$ cat src/rtl/enc4x2_rr_pkg.sv
// Shared constants, FSM encoding and a population-count helper for the
// sequential round-robin 4-to-2 encoder.
package enc_pkg;

    localparam int unsigned N_LINES = 4;
    localparam int unsigned CODE_W  = 2;
    localparam int unsigned CNT_W   = 3;

    typedef enum logic {
        IDLE  = 1'b0,
        SERVE = 1'b1
    } enc_state_e;

    // Number of set lines in a request vector.
    function automatic logic [CNT_W-1:0] popcount4(input logic [N_LINES-1:0] p);
        logic [CNT_W-1:0] cnt;
        cnt = '0;
        for (int i = 0; i < int'(N_LINES); i++) begin
            cnt = cnt + CNT_W'(p[i]);
        end
        return cnt;
    endfunction

endpackage

$ cat src/rtl/enc4x2_rr_if.sv
// Request-side and code-side handshakes of the encoder bundled together.
interface enc4x2_rr_if;
    import enc_pkg::*;

    logic                 in_valid;
    logic                 in_ready;
    logic [N_LINES-1:0]   o;
    logic                 s_valid;
    logic                 s_ready;
    logic [CODE_W-1:0]    s;
    logic                 multi;
    logic                 err;

    modport master (
        output in_valid, o, s_ready,
        input  in_ready, s_valid, s, multi, err
    );

    modport slave (
        input  in_valid, o, s_ready,
        output in_ready, s_valid, s, multi, err
    );
endinterface

$ cat src/rtl/enc4x2_rr_rr_pick4.sv
// Round-robin picker: first set bit of pend starting at ptr, wrapping 3->0.
module rr_pick4
    import enc_pkg::*;
(
    input  logic [N_LINES-1:0] pend,
    input  logic [CODE_W-1:0]  ptr,
    output logic [CODE_W-1:0]  code,
    output logic               found
);

    logic [CODE_W-1:0] idx;

    // Scan from the farthest offset down so the nearest set bit wins.
    always_comb begin
        code  = '0;
        found = 1'b0;
        idx   = '0;
        for (int i = int'(N_LINES) - 1; i >= 0; i--) begin
            idx = ptr + CODE_W'(i);
            if (pend[idx]) begin
                code  = idx;
                found = 1'b1;
            end
        end
    end

endmodule

$ cat src/rtl/enc4x2_rr.sv
// Sequential 4-to-2 encoder: captures a request vector, then emits one code
// per set line in round-robin order over a valid/ready handshake.
module enc4x2_rr
    import enc_pkg::*;
(
    input  logic          clk,
    input  logic          reset,
    enc4x2_rr_if.slave    bus
);

    enc_state_e          state_q, state_d;
    logic [N_LINES-1:0]  pend_q, pend_d;
    logic [CODE_W-1:0]   ptr_q, ptr_d;
    logic [CODE_W-1:0]   s_q, s_d;
    logic                s_valid_q, s_valid_d;
    logic                multi_q, multi_d;
    logic                err_q, err_d;

    logic [N_LINES-1:0]  pend_left;
    logic [CODE_W-1:0]   ptr_next;
    logic [N_LINES-1:0]  pick_pend;
    logic [CODE_W-1:0]   pick_ptr;
    logic [CODE_W-1:0]   pick_code;
    logic                pick_found;

    // Pending set after the current code is granted, and the search start after it.
    assign pend_left = pend_q & ~(N_LINES'(1) << s_q);
    assign ptr_next  = CODE_W'(s_q + CODE_W'(1));

    // One picker shared between accept (fresh vector) and handshake (remaining lines).
    assign pick_pend = (state_q == IDLE) ? bus.o  : pend_left;
    assign pick_ptr  = (state_q == IDLE) ? ptr_q  : ptr_next;

    rr_pick4 u_pick (
        .pend  (pick_pend),
        .ptr   (pick_ptr),
        .code  (pick_code),
        .found (pick_found)
    );

    always_ff @(posedge clk) begin
        if (reset) begin
            state_q   <= IDLE;
            pend_q    <= '0;
            ptr_q     <= '0;
            s_q       <= '0;
            s_valid_q <= 1'b0;
            multi_q   <= 1'b0;
            err_q     <= 1'b0;
        end else begin
            state_q   <= state_d;
            pend_q    <= pend_d;
            ptr_q     <= ptr_d;
            s_q       <= s_d;
            s_valid_q <= s_valid_d;
            multi_q   <= multi_d;
            err_q     <= err_d;
        end
    end

    always_comb begin
        state_d   = state_q;
        pend_d    = pend_q;
        ptr_d     = ptr_q;
        s_d       = s_q;
        s_valid_d = s_valid_q;
        multi_d   = multi_q;
        err_d     = 1'b0;

        unique case (state_q)
            IDLE: begin
                if (bus.in_valid) begin
                    pend_d  = bus.o;
                    multi_d = (popcount4(bus.o) > CNT_W'(1));
                    if (pick_found) begin
                        state_d   = SERVE;
                        s_d       = pick_code;
                        s_valid_d = 1'b1;
                    end else begin
                        err_d = 1'b1;
                    end
                end
            end
            SERVE: begin
                if (s_valid_q && bus.s_ready) begin
                    pend_d = pend_left;
                    ptr_d  = ptr_next;
                    if (pick_found) begin
                        s_d = pick_code;
                    end else begin
                        s_valid_d = 1'b0;
                        state_d   = IDLE;
                    end
                end
            end
            default: begin
                state_d = IDLE;
            end
        endcase
    end

    assign bus.in_ready = (state_q == IDLE);
    assign bus.s_valid  = s_valid_q;
    assign bus.s        = s_q;
    assign bus.multi    = multi_q;
    assign bus.err      = err_q;

endmodule

$ cat src/flat_wrapper.sv
// flat-port wrapper written by rule: the top's interface ports become plain ports
module enc4x2_rr_flat import enc_pkg::*;
  (clk, reset, bus_in_valid, bus_o, bus_s_ready, bus_in_ready, bus_s_valid, bus_s, bus_multi, bus_err);
  enc4x2_rr_if bus_i ();
  input  logic clk;
  input  logic reset;
  input wire logic [$bits(bus_i.in_valid)-1:0] bus_in_valid;
  input wire logic [$bits(bus_i.o)-1:0] bus_o;
  input wire logic [$bits(bus_i.s_ready)-1:0] bus_s_ready;
  output wire logic [$bits(bus_i.in_ready)-1:0] bus_in_ready;
  output wire logic [$bits(bus_i.s_valid)-1:0] bus_s_valid;
  output wire logic [$bits(bus_i.s)-1:0] bus_s;
  output wire logic [$bits(bus_i.multi)-1:0] bus_multi;
  output wire logic [$bits(bus_i.err)-1:0] bus_err;
  assign bus_i.in_valid = bus_in_valid;
  assign bus_i.o = bus_o;
  assign bus_i.s_ready = bus_s_ready;
  assign bus_in_ready = bus_i.in_ready;
  assign bus_s_valid = bus_i.s_valid;
  assign bus_s = bus_i.s;
  assign bus_multi = bus_i.multi;
  assign bus_err = bus_i.err;
  enc4x2_rr u_core (.clk(clk), .reset(reset), .bus(bus_i));
endmodule
$ cat config.mk
export PLATFORM = sky130hd
export DESIGN_NAME = enc4x2_rr_flat
export DESIGN_NICKNAME = d
export VERILOG_FILES = /design/src/rtl/enc4x2_rr_pkg.sv /design/src/rtl/enc4x2_rr_if.sv /design/src/rtl/enc4x2_rr_rr_pick4.sv /design/src/rtl/enc4x2_rr.sv /design/src/flat_wrapper.sv
export SDC_FILE = /design/constraint.sdc
export NUM_CORES = 1
export LEC_CHECK = 0
export ABC_AREA = 0
export CAP_MARGIN = 20
export CORE_UTILIZATION = 35
export DETAILED_ROUTE_END_ITERATION = 16
export SYNTH_ARGS = -nofsm -noshare
export SYNTH_HDL_FRONTEND = slang
export SYNTH_SLANG_ARGS = --single-unit
$ cat constraint.sdc
create_clock -name clk -period 2.19 [get_ports clk]
set_clock_uncertainty 0.1 [all_clocks]
set_input_delay 0.3285 -clock clk [delete_from_list [all_inputs] [get_ports clk]]
set_output_delay 0.3285 -clock clk [all_outputs]
set_load 0.005 [all_outputs]
# [Yosys cells after proc, flatten, opt, wreduce, memory -nomap -nowiden]
# Cells that the tools add are included.
[op_classes] shifts=1 addsub=7 eq_ne=4 mux=35 n_bitwise=4 order_cmp=5 reduce_logical=6
[ops] cell="2-to-1 mux 1 bit" count=16
[ops] cell="2-to-1 mux 2 bit" count=8
[ops] cell="< comparator 2 x 3 -> 1 bit, second input constant" count=4
[ops] cell="2-to-1 mux 4 bit" count=3
[ops] cell="binary-select mux 1 bit (select 2 bit)" count=4
[ops] cell="case mux 4 bit (2 select lines)" count=1
[ops] cell="adder 3 x 1 -> 3 bit" count=2
[ops] cell="!= test 2 bit, second input constant" count=3
[ops] cell="AND reduction 2 bit" count=3
[ops] cell="adder 2 x 1 -> 2 bit, second input constant" count=2
[ops] cell="adder 2 bit, second input constant" count=2
[ops] cell="bitwise AND 4 bit" count=1
[ops] cell="inverter 4 bit" count=1
[ops] cell="case mux 1 bit (2 select lines)" count=2
[ops] cell="case mux 2 bit (2 select lines)" count=1
[ops] cell="AND reduction 4 bit" count=1
[ops] cell="<< shifter 1 x 2 -> 4 bit, first input constant" count=1
[ops] cell="greater-than comparator 3 x 1 -> 1 bit, second input constant" count=1
[ops] cell="OR reduction 3 bit" count=1
[ops] cell="adder 1 x 1 -> 2 bit" count=1
[ops] cell="!= test 2 x 1 -> 1 bit, second input constant" count=1
[ops] cell="inverter 1 bit" count=2
[ops] cell="logical AND 1 bit" count=1
[totals] output_inout_bits=6 in_bits=8 register_bits=12

# [Logic depth before layout (Yosys ltp)]
# Gate-level depths: netlist of run 1.
[logic_depth] word_depth=13 depth_mapped=7 mapped_depth_nobuf=7

# [Hierarchy]
# From an unflattened synthesis of run 1, not the netlist that was laid out.
[hier_totals] hier_cells=84 area_unflattened_um2=730.7
[modules_own_cells] module="enc4x2_rr" cells_per_inst=71 n_inst=1 area_each_um2=653.1
[modules_own_cells] module="rr_pick4" cells_per_inst=13 n_inst=1 area_each_um2=77.6

# [Worst setup path after synthesis of run 1]
# No wires, ideal clock.
[synth_path] path_type="reg2reg" from="register u_core.s_q[1], in the netlist u_core.bus.s[1]" to="register u_core.s_q[0], in the netlist u_core.bus.s[0]" path_stages_with_launch=8 synth_period_minus_slack_ns=1.757 slack_ns=0.433 setup_ns=0.059 required_ns=2.031 path_buffers=0 t_arrival_ns=1.598 cell_sequence="dfxtp_1 inv_1 ha_1 inv_2 a31oi_2 a2111o_1 a41oi_1 a41o_1"
[synth_between] elab_chain_cells=13
[synth_lines] element="start: declaration" line="enc4x2_rr.sv:14" rtl="logic [CODE_W-1:0] s_q, s_d;"
[synth_lines] element="start signal: assignment" line="enc4x2_rr.sv:46" rtl="s_q <= '0;"
[synth_lines] element="start signal: assignment" line="enc4x2_rr.sv:54" rtl="s_q <= s_d;"
[synth_lines] element="parallel branches: the longest is 10 deep, another holds adder 2 x 1 -> 2 bit"
[synth_lines] element="2-to-1 mux 2 bit (*)" line="enc4x2_rr.sv:75, enc4x2_rr.sv:88"
[synth_lines] element="2-to-1 mux 2 bit, on equally long branches" line="enc4x2_rr.sv:85, enc4x2_rr.sv:72"
[synth_lines] element="case mux 2 bit (2 select lines) (*)" line="enc4x2_rr.sv:70" rtl="unique case (state_q)"
# Every way passes the cells marked *. The select of a mux whose other input is x is not followed.
# A chain may end at the register's enable or synchronous reset.

# [Worst setup path after layout of run 1]
[layout_path] from="register u_core.s_q[0], in the netlist u_core.bus.s[0]" to="register u_core.s_q[0], in the netlist u_core.bus.s[0]"
[layout_rtl] element="adder 2 x 1 -> 2 bit (*)" line="enc4x2_rr.sv:28" rtl="assign ptr_next = CODE_W'(s_q + CODE_W'(1));"
[layout_rtl] element="net u_core.ptr_next[0]" line="enc4x2_rr.sv:20" rtl="logic [CODE_W-1:0] ptr_next;"
[layout_rtl] element="2-to-1 mux 2 bit (*)" line="enc4x2_rr.sv:32" rtl="assign pick_ptr = (state_q == IDLE) ? ptr_q : ptr_next;"
[layout_rtl] element="adder 2 bit" line="enc4x2_rr_rr_pick4.sv:19" rtl="idx = ptr + CODE_W'(i);"
[layout_rtl] element="binary-select mux 1 bit (select 2 bit)" line="enc4x2_rr_rr_pick4.sv:20" rtl="if (pend[idx]) begin"
[layout_rtl] element="2-to-1 mux 1 bit (not written as such)" line="enc4x2_rr_rr_pick4.sv:20"
[layout_rtl] element="2-to-1 mux 2 bit / 2-to-1 mux 1 bit (equally long branches) (4 in a row)" line="enc4x2_rr_rr_pick4.sv:20"
[layout_rtl] element="2-to-1 mux 2 bit (*)" line="enc4x2_rr.sv:75, enc4x2_rr.sv:88"
[layout_rtl] element="2-to-1 mux 2 bit, on equally long branches" line="enc4x2_rr.sv:85, enc4x2_rr.sv:72"
[layout_rtl] element="case mux 2 bit (2 select lines) (*)" line="enc4x2_rr.sv:70"
# The timed path passes the listed nets; every way through them passes the cells marked *. The select of a mux whose other input is x is not followed.

==> results of run 1 <==
==> how the worst max path moves through the flow <==
| stage | startpoint | endpoint | depth (start not counted) |
|---|---|---|---|
| floorplan | u_core.bus.s[1] | u_core.bus.s[0] | 7 |
| global placement | bus_o[1] | u_core.bus.s[0] | 6 |
| detailed placement | bus_o[1] | u_core.bus.s[0] | 6 |
| CTS | u_core.bus.s[0] | u_core.bus.s[0] | 7 |
| global route | u_core.bus.s[0] | u_core.bus.s[0] | 6 |
| finish | u_core.bus.s[0] | u_core.bus.s[0] | 7 |
==> layout by cell type (no fill, tap or decap), types with 3 or more instances in the layout <==
master and instances:
buf_4 4, ha_1 6, dfxtp_1 12, nand2_1 7
o21ai_0 3, inv_1 6, a21oi_1 5, clkdlybuf4s50_1 13
a211oi_1 6, clkbuf_4 3, nor2_1 9
==> cell families after synthesis <==
family	count (synthesis)	share of synthesized area
and+or+nand+nor	33	0.2287
buffers and inverters	11	0.06625
muxes	3	0.04416
DFF	12	0.3028
adders and majority gates	6	0.09463
AOI/OAI and AO/OA	29	0.2634
==> per-stage QoR <==
stage                     cell area, um2  total power (W)    util
after global placement             964.7        0.0004442  0.4724
final                               1001        0.0006184  0.4902
after CTS                           1001        0.0006254  0.4902
after detailed placement           964.7        0.0004458  0.4724
after global routing                1001        0.0006623  0.4902
after floorplan                    793.3        0.0003776       -
==> report_power, final <==
| part | switching, W | internal (W) | total (W) |
|---|---|---|---|
| clock | 0.0000745 | 0.000101 | 0.000176 |
| combinational | 0.0000968 | 0.0000907 | 0.000187 |
| sequential | 0.0000191 | 0.000236 | 0.000255 |
==> layer usage <==
layer / routed length [um] / up-vias
li1: - / 379
met3: 53 / 2
met5: 0 / -
met4: 14 / 0
met1: 979 / 349
met2: 825 / 10
==> sequential cells by signal, indices dropped and copies added, names as in the netlist <==
| name | count |
|---|---|
| u_core.bus.s_valid | 1 |
| u_core.bus.multi | 1 |
| u_core.bus.s | 2 |
| u_core.state_q | 1 |
| u_core.ptr_q | 2 |
| u_core.bus.err | 1 |
| u_core.pend_q | 4 |
==> worst max-delay path: stages (launching register included) <==
cell	delay (ps)
dfxtp_1	360
inv_1	140
ha_1	210
and3b_1	210
nor2_2	200
nand4_2	250
a211oi_1	330
a41o_1	140
==> final cells by class <==
| type | count | share of cell area |
|---|---|---|
| sequential | 12 | 0.2400 |
| inverter | 8 | 0.03000 |
| tap | 27 | 0.03375 |
| timing repair buffer | 17 | 0.1600 |
| multi-input combinational | 71 | 0.5000 |
| clock buffer | 4 | 0.03625 |
==> flow_summary.ini, run 1 <==
[final_layout]
multi_input_area_um2 = 500.5
syn2layout_area_growth_pct = 26.18
final_layout_size_suffix_gt1_frac = 0.1518
fill_cells = 217
final_nets = 127
seq_area_um2 = 240.2
diodes = 0
final_cell_count_no_fill = 139

[worst_setup_path]
r2r-end = u_core.bus.s[0]
cp.required_ps = 2300
reg2regPathDepth = 7
critical_path_class = reg -> reg
regToRegStartpoint = u_core.bus.s[0]
cp-end-kind = register
crit_arrival_ps = 2100
start_kind = register
r2r_slack_ps = 210
crit_fanout = 8

[global_route]
antenna_found_initial = 0
gr-usage-met1 = 0.2407
grtUsageMet2 = 0.2455
grt_util_met3 = 0.02778
grt_overflow = 0
grt_usage = 0.1684
grt_pass1_wl_mm = 3.187
grt_pass1_vias = 689
grt-busiest-layer = met2
grt_max_degree = 15

[sta]
fmax_mhz = 504.3
hold_slack_ps = 396.9
post-route-min-period_ps = 1983
worst_pin_slew_ps = 544.5
period_share = 0.9054
setup_violations = 0
maxSlewViolCount = 0
hold_viol = 0
max_slew_margin = 0.6359
setup_tns_ps = 0
rsz0062_at_grt = false
final.setup.worst_slack_ps = 207.1

[routing]
detail_route.wl_per_cell_um = 13.47
drc = 0
dr_total_vias = 740
drt_first_iter_violations = 8
first_pass_iters = 4
vias_per_cell = 5.324
detail-route-antenna-nets = 0
drt-total-wl_mm = 1.872

[run]
drv_cap = 0

[worst_hold_path]
hold_path_depth = 2
min_path_type = reg -> reg
hp-start = u_core.bus.multi
hold_path_end = u_core.bus.multi

[yosys]
synth_top_area_share = 0.3028
synth_edf_count = 0
seq_area_frac_synth = 0.3028
ys_seq_elements = 12
synthCells = 94
synthTopCellsByCount = dfxtp_1, nor2_1, nand2_1
synth_top_cell_by_area = dfxtp_1
synth_top_flop_cell = dfxtp_1
syn_area_per_cell_um2 = 8.439
synthTopCellsByArea = dfxtp_1, ha_1, a211oi_1, nor2_1, nand2_1
synth_fp_nets = 108
async_reset_ff_frac = 0
yosysMostFrequentCell = dfxtp_1
synth_cell_types = 40
synth_warnings = 0
synth_area_um2 = 793.3

[clock_tree]
cts_tree = built
clk_latency_ps = 270
clockBufferDepth = 2
cts-root-buf = clkbuf_4
postCtsSetupBuffers = 0
clock_sinks = 12
h-tree-depth = 1
postCtsHoldBufs = 0
cts_made_buffers = 3
cts_resized = 0
cts.clk_slew.worst_paths_ps = 80

[power_and_ir_drop]
cellLeakagePower_nw = 0.3996
vdd_drop_max_uv = 358.0
p_per_area_nw_per_um2 = 617.8

[placed_design]
hpwl_mm = 1.429
dp_cells = 135
gp_congestion = 0.8132
io_buffers = 13
dp_worst_setup_slack_ps = 67.62

[floorplan]
pin_count = 14
die-area_um2 = 2461
die_w_um = 49.61
num_rows = 16
placeableCoreArea_um2 = 2042
initial_core_util = 0.3885
die_y_um = 49.61

[status]
status = finished, final reports clean
(Power assumes the default switching activity.)
==> run 2: changes to the inputs <==
- clock period: 2.19 -> 2.1 ns (I/O delays scaled with it)
==> run 2 against run 1 <==
Die area is the same. Critical endpoint unchanged. Non-clock buffer count up 6. Register-to-register slack worse by 80 ps. Critical path type unchanged. Combinational power grew 12%. Worst setup slack worse by 81 ps. Critical path depth shrank 2. Final area up 3.1%. Highest routed layer is now met3.
==> flow_summary.ini, run 2 (synthesized netlist as in run 1, its figures left out) <==
[sta]
worst_pin_slew_ps = 422.6
maxSlewViolCount = 0
post-route-min-period_ps = 1974
final.setup.worst_slack_ps = 125.9
period_share = 0.9400
rsz0062_at_grt = false
setup_tns_ps = 0
fmax_mhz = 506.6
hold_viol = 0
setup_violations = 0
max_slew_margin = 0.7102

[global_route]
grt_overflow = 0
grt_usage = 0.1735
grt_pass1_vias = 744
antenna_found_initial = 0
grt_pass1_wl_mm = 3.374
grt_max_degree = 13

[worst_setup_path]
r2r-end = u_core.bus.s[0]
cp-end-kind = register
crit_fanout = 5
cp.required_ps = 2160
start_kind = register
regToRegStartpoint = u_core.bus.s[0]
slowest_stage = o41ai_1
critical_path_class = reg -> reg
crit_chain = inv_1, ha_1, o41ai_1, o221ai_1, a41o_1
r2r_slack_ps = 130
critical-path-max-stage-delay_ps = 420
reg2regPathDepth = 5
crit_arrival_ps = 2030

[placed_design]
dp_cells = 141
io_buffers = 13
place_area_um2 = 1010
gp_congestion = 0.8806
hpwl_mm = 1.499
dp_worst_setup_slack_ps = 48.89

[clock_tree]
cts_resized = 0
postCtsSetupBuffers = 0
cts_made_buffers = 3
h-tree-depth = 1
cts.clk_slew.worst_paths_ps = 80
clockBufferDepth = 2
postCtsHoldBufs = 0
clk_latency_ps = 260
cts-root-buf = clkbuf_4
clock_sinks = 12
cts_tree = built

[routing]
dr_total_vias = 748
first_pass_iters = 4
drc = 0
vias_per_cell = 5.194
detail_route.wl_per_cell_um = 13.24
drt_first_iter_violations = 10
drt-total-wl_mm = 1.907
detail-route-antenna-nets = 0

[power_and_ir_drop]
p_per_area_nw_per_um2 = 595.0
cellLeakagePower_nw = 0.4197
vdd_drop_max_uv = 453.6

[floorplan]
die_y_um = 49.61
initial_core_util = 0.3885
die_w_um = 49.61
die-area_um2 = 2461
num_rows = 16
placeableCoreArea_um2 = 2042
pin_count = 14

[final_layout]
fin_area_um2 = 1032
largest_register = u_core.pend_q
diodes = 0
final_nets = 133
syn2layout_area_growth_pct = 30.13
layout_common_cells = clkdlybuf4s50_1, dfxtp_1, buf_4
final_layout_size_suffix_gt1_frac = 0.1880
largest_reg_flops = 4
fill_cells = 217
final_cell_count_no_fill = 144
layout_commonest_cell = clkdlybuf4s50_1

[worst_hold_path]
hold_path_end = u_core.bus.multi
min_path_type = reg -> reg
hp-start = u_core.bus.multi
hold_path_depth = 2

[status]
status = finished, final reports clean

[run]
drv_cap = 0
-- run 2: cell count changes in the layout (fill, tap and decap cells not counted) --
cell,delta
clkbuf_8,-1
buf_4,+6
-- run 2: how the worst max path moves through the flow --
stage / slack [ps] / cells after the start / to / start
detailed placement: 50 / 6 / u_core.bus.s[0] / bus_o[1]
finish: 130 / 5 / u_core.bus.s[0] / u_core.bus.s[0]
global route: 30 / 5 / u_core.bus.s[0] / u_core.bus.s[0]
floorplan: 340 / 7 / u_core.bus.s[0] / u_core.bus.s[1]
CTS: 150 / 5 / u_core.bus.s[0] / u_core.bus.s[0]
global placement: 80 / 6 / u_core.bus.s[0] / bus_o[1]
-- run 2: layer usage --
| metal | part of all wire | vias to the layer above | track usage |
|---|---|---|---|
| li1 | - | 392 | - |
| met1 | 0.53 | 344 | 0.2575 |
| met2 | 0.45 | 12 | 0.2703 |
| met3 | 0.025 | 0 | 0.02778 |
| met4 | 0 | 0 | 0.01429 |
| met5 | 0 | - | 0 |
-- run 2: report_power, final --
| group | total (W) | internal (W) | switching, W |
|---|---|---|---|
| registers | 0.000266 | 0.000246 | 0.0000198 |
| clock network | 0.000139 | 0.0000660 | 0.0000726 |
| logic | 0.000209 | 0.000106 | 0.000103 |
| total | 0.000614 | 0.000418 | 0.000196 |
-- run 2: worst max-delay path: cells and delay by family (launching register included) --
family,cells,cell delay (ps)
flip-flops,1,410
AO/OA/AOI/OAI,3,840
adder cells (fa/ha/maj),1,400
buffers and inverters,1,110
-- run 2: layout make-up --
class                   instances  area [um2]  share of cell area
multi-input cells              71       500.5              0.4848
flip-flops and latches         12       240.2              0.2327
repair buffers                 23       205.2              0.1988
well taps                      27       33.78             0.03273
inverters                       8       30.03             0.02909
clock buffers                   3       22.52             0.02182
-- run 2: per-stage QoR --
step                hold WS, ps    util  power [W]
global placement          362.1  0.4945  0.0004769
global route              439.8  0.5055  0.0006594
finish                    384.6  0.5055  0.0006142
floorplan                 354.8       -  0.0003938
detailed placement        378.5  0.4945  0.0004785
CTS                       394.9  0.5055  0.0006218
==> edit, RTL diff (config.mk and constraints of run 1) <==
The package constant `CODE_W` goes from 2 to 4.
--- a/src/rtl/enc4x2_rr_pkg.sv
+++ b/src/rtl/enc4x2_rr_pkg.sv
@@ -3,7 +3,7 @@
 package enc_pkg;
 
     localparam int unsigned N_LINES = 4;
-    localparam int unsigned CODE_W  = 2;
+    localparam int unsigned CODE_W  = 4;
     localparam int unsigned CNT_W   = 3;
 
     typedef enum logic {
Interface: changed (resized bus_s); port bits go from 14 to 16. No check against the original RTL was run, so the function may have changed too.
==> edit against run 1 <==
- the run now ends with negative setup slack left
- total power rose by 89%
- wire length increased by 99%
- sequential cell count grew 4
- design area grew 90%
- core utilization rose by 0.98 points
- critical endpoint is now u_core.bus.s[3]$_SDFFE_PP0P_
- synthesized area is 81% higher
- setup slack got worse by 0.24 ns
==> edit: results (changes against run 1) <==
Finished Layout Cells = 252 (+81%)
combinational share of power = 0.475 (+0.172)
metal3 WL = 131 um (+150%)
worst setup timing slack at the placement stage = -0.274 ns (-0.342 ns)
placer's final routability congestion estimate = 0.852 (+4.8%)
sequential area share after synthesis = 0.224 (-0.0793)
clock latency on the worst-skew pair = 0.25 ns (-0.02 ns)
maximum net fanout on the critical path = 3 (-5)
violations in the final reports = negative setup slack
arrival time at the worst endpoint = 2.30 ns (+0.20 ns)
wire length of the first global-routing pass = 6380 um (+100%)
Final Setup Violations = 2 (+2)
placed instance area = 1800 um^2 (+87%)
post-route worst hold slack = 0.412 ns (+0.0151 ns)
via count of the first global-routing pass = 1360 (+97%)
Hold EP = u_core.ptr_q[2]$_SDFFE_PP0P_
fraction of layout instances using a drive strength above 1 = 0.309 (+0.157)
kind of cell with the highest combined delay on the critical path = multiplexers
met1 routed wirelength after detailed routing = 1750 um (+79%)
outcome = finished, violations left
worst slew slack as a fraction of its limit = 0.663 (+0.0269)
portion of netlist area occupied by mux cells = 0.216 (+0.172)
maximum number of pins on one net before global-route repair = 18 (+3)
switching power total = 411 uW (+120%)
compound-gate portion of the synthesized area = 0.231 (-0.0328)
post-synthesis share of cell area spent on xor and xnor gates = 0.0306 (+0.0306)
count of buffers from port buffering = 15 (+2)
unique cell type count in the Yosys netlist = 48 (+20%)
slack of the critical path = -0.0324 ns (-0.240 ns)
leakage power = 0.000764 uW (+91%)
clock network power share = 0.225 (-0.059)
crit path to = u_core.bus.s[3]$_SDFFE_PP0P_
Max stage delay cell, worst path = sky130_fd_sc_hd__mux4_2
half-perimeter wire length after placement = 2910 um (+100%)
detailed router's first-iteration violation count = 85 (+77)
Net count, final = 220 (+73%)
==> edit: per-layer routing <==
metal	GRT usage	vias up
met5	0	-
met4	0.0293	0
met3	0.0379	4
met2	0.325	31
met1	0.245	655
li1	-	690
==> edit: area by class of cell <==
class / count / area [um^2]
Timing Repair Buffer: 40 / 344
Sequential cell: 16 / 327
Clock buffer: 4 / 55.1
Inverter: 9 / 36.3
Fill cell: 376 / 1900
Tap cell: 48 / 60.1
Multi-Input combinational cell: 135 / 1080
==> edit: repair_timing <==
item / 4_1_cts / 5_1_grt
pin swaps: 1 / 6
cloned: 0 / 0
resized for setup: 1 / 7
setup endpoints to repair: 2 / 4
buffers inserted: 1 / 0
==> edit: stage by stage <==
stage / TNS [ns] / total power, uW
finish: -0.0549 / 1170
global route: -0.299 / 1240
CTS: -0.0411 / 1160
detailed placement: -0.829 / 884
global placement: -0.614 / 871
floorplan: -0.171 / 718
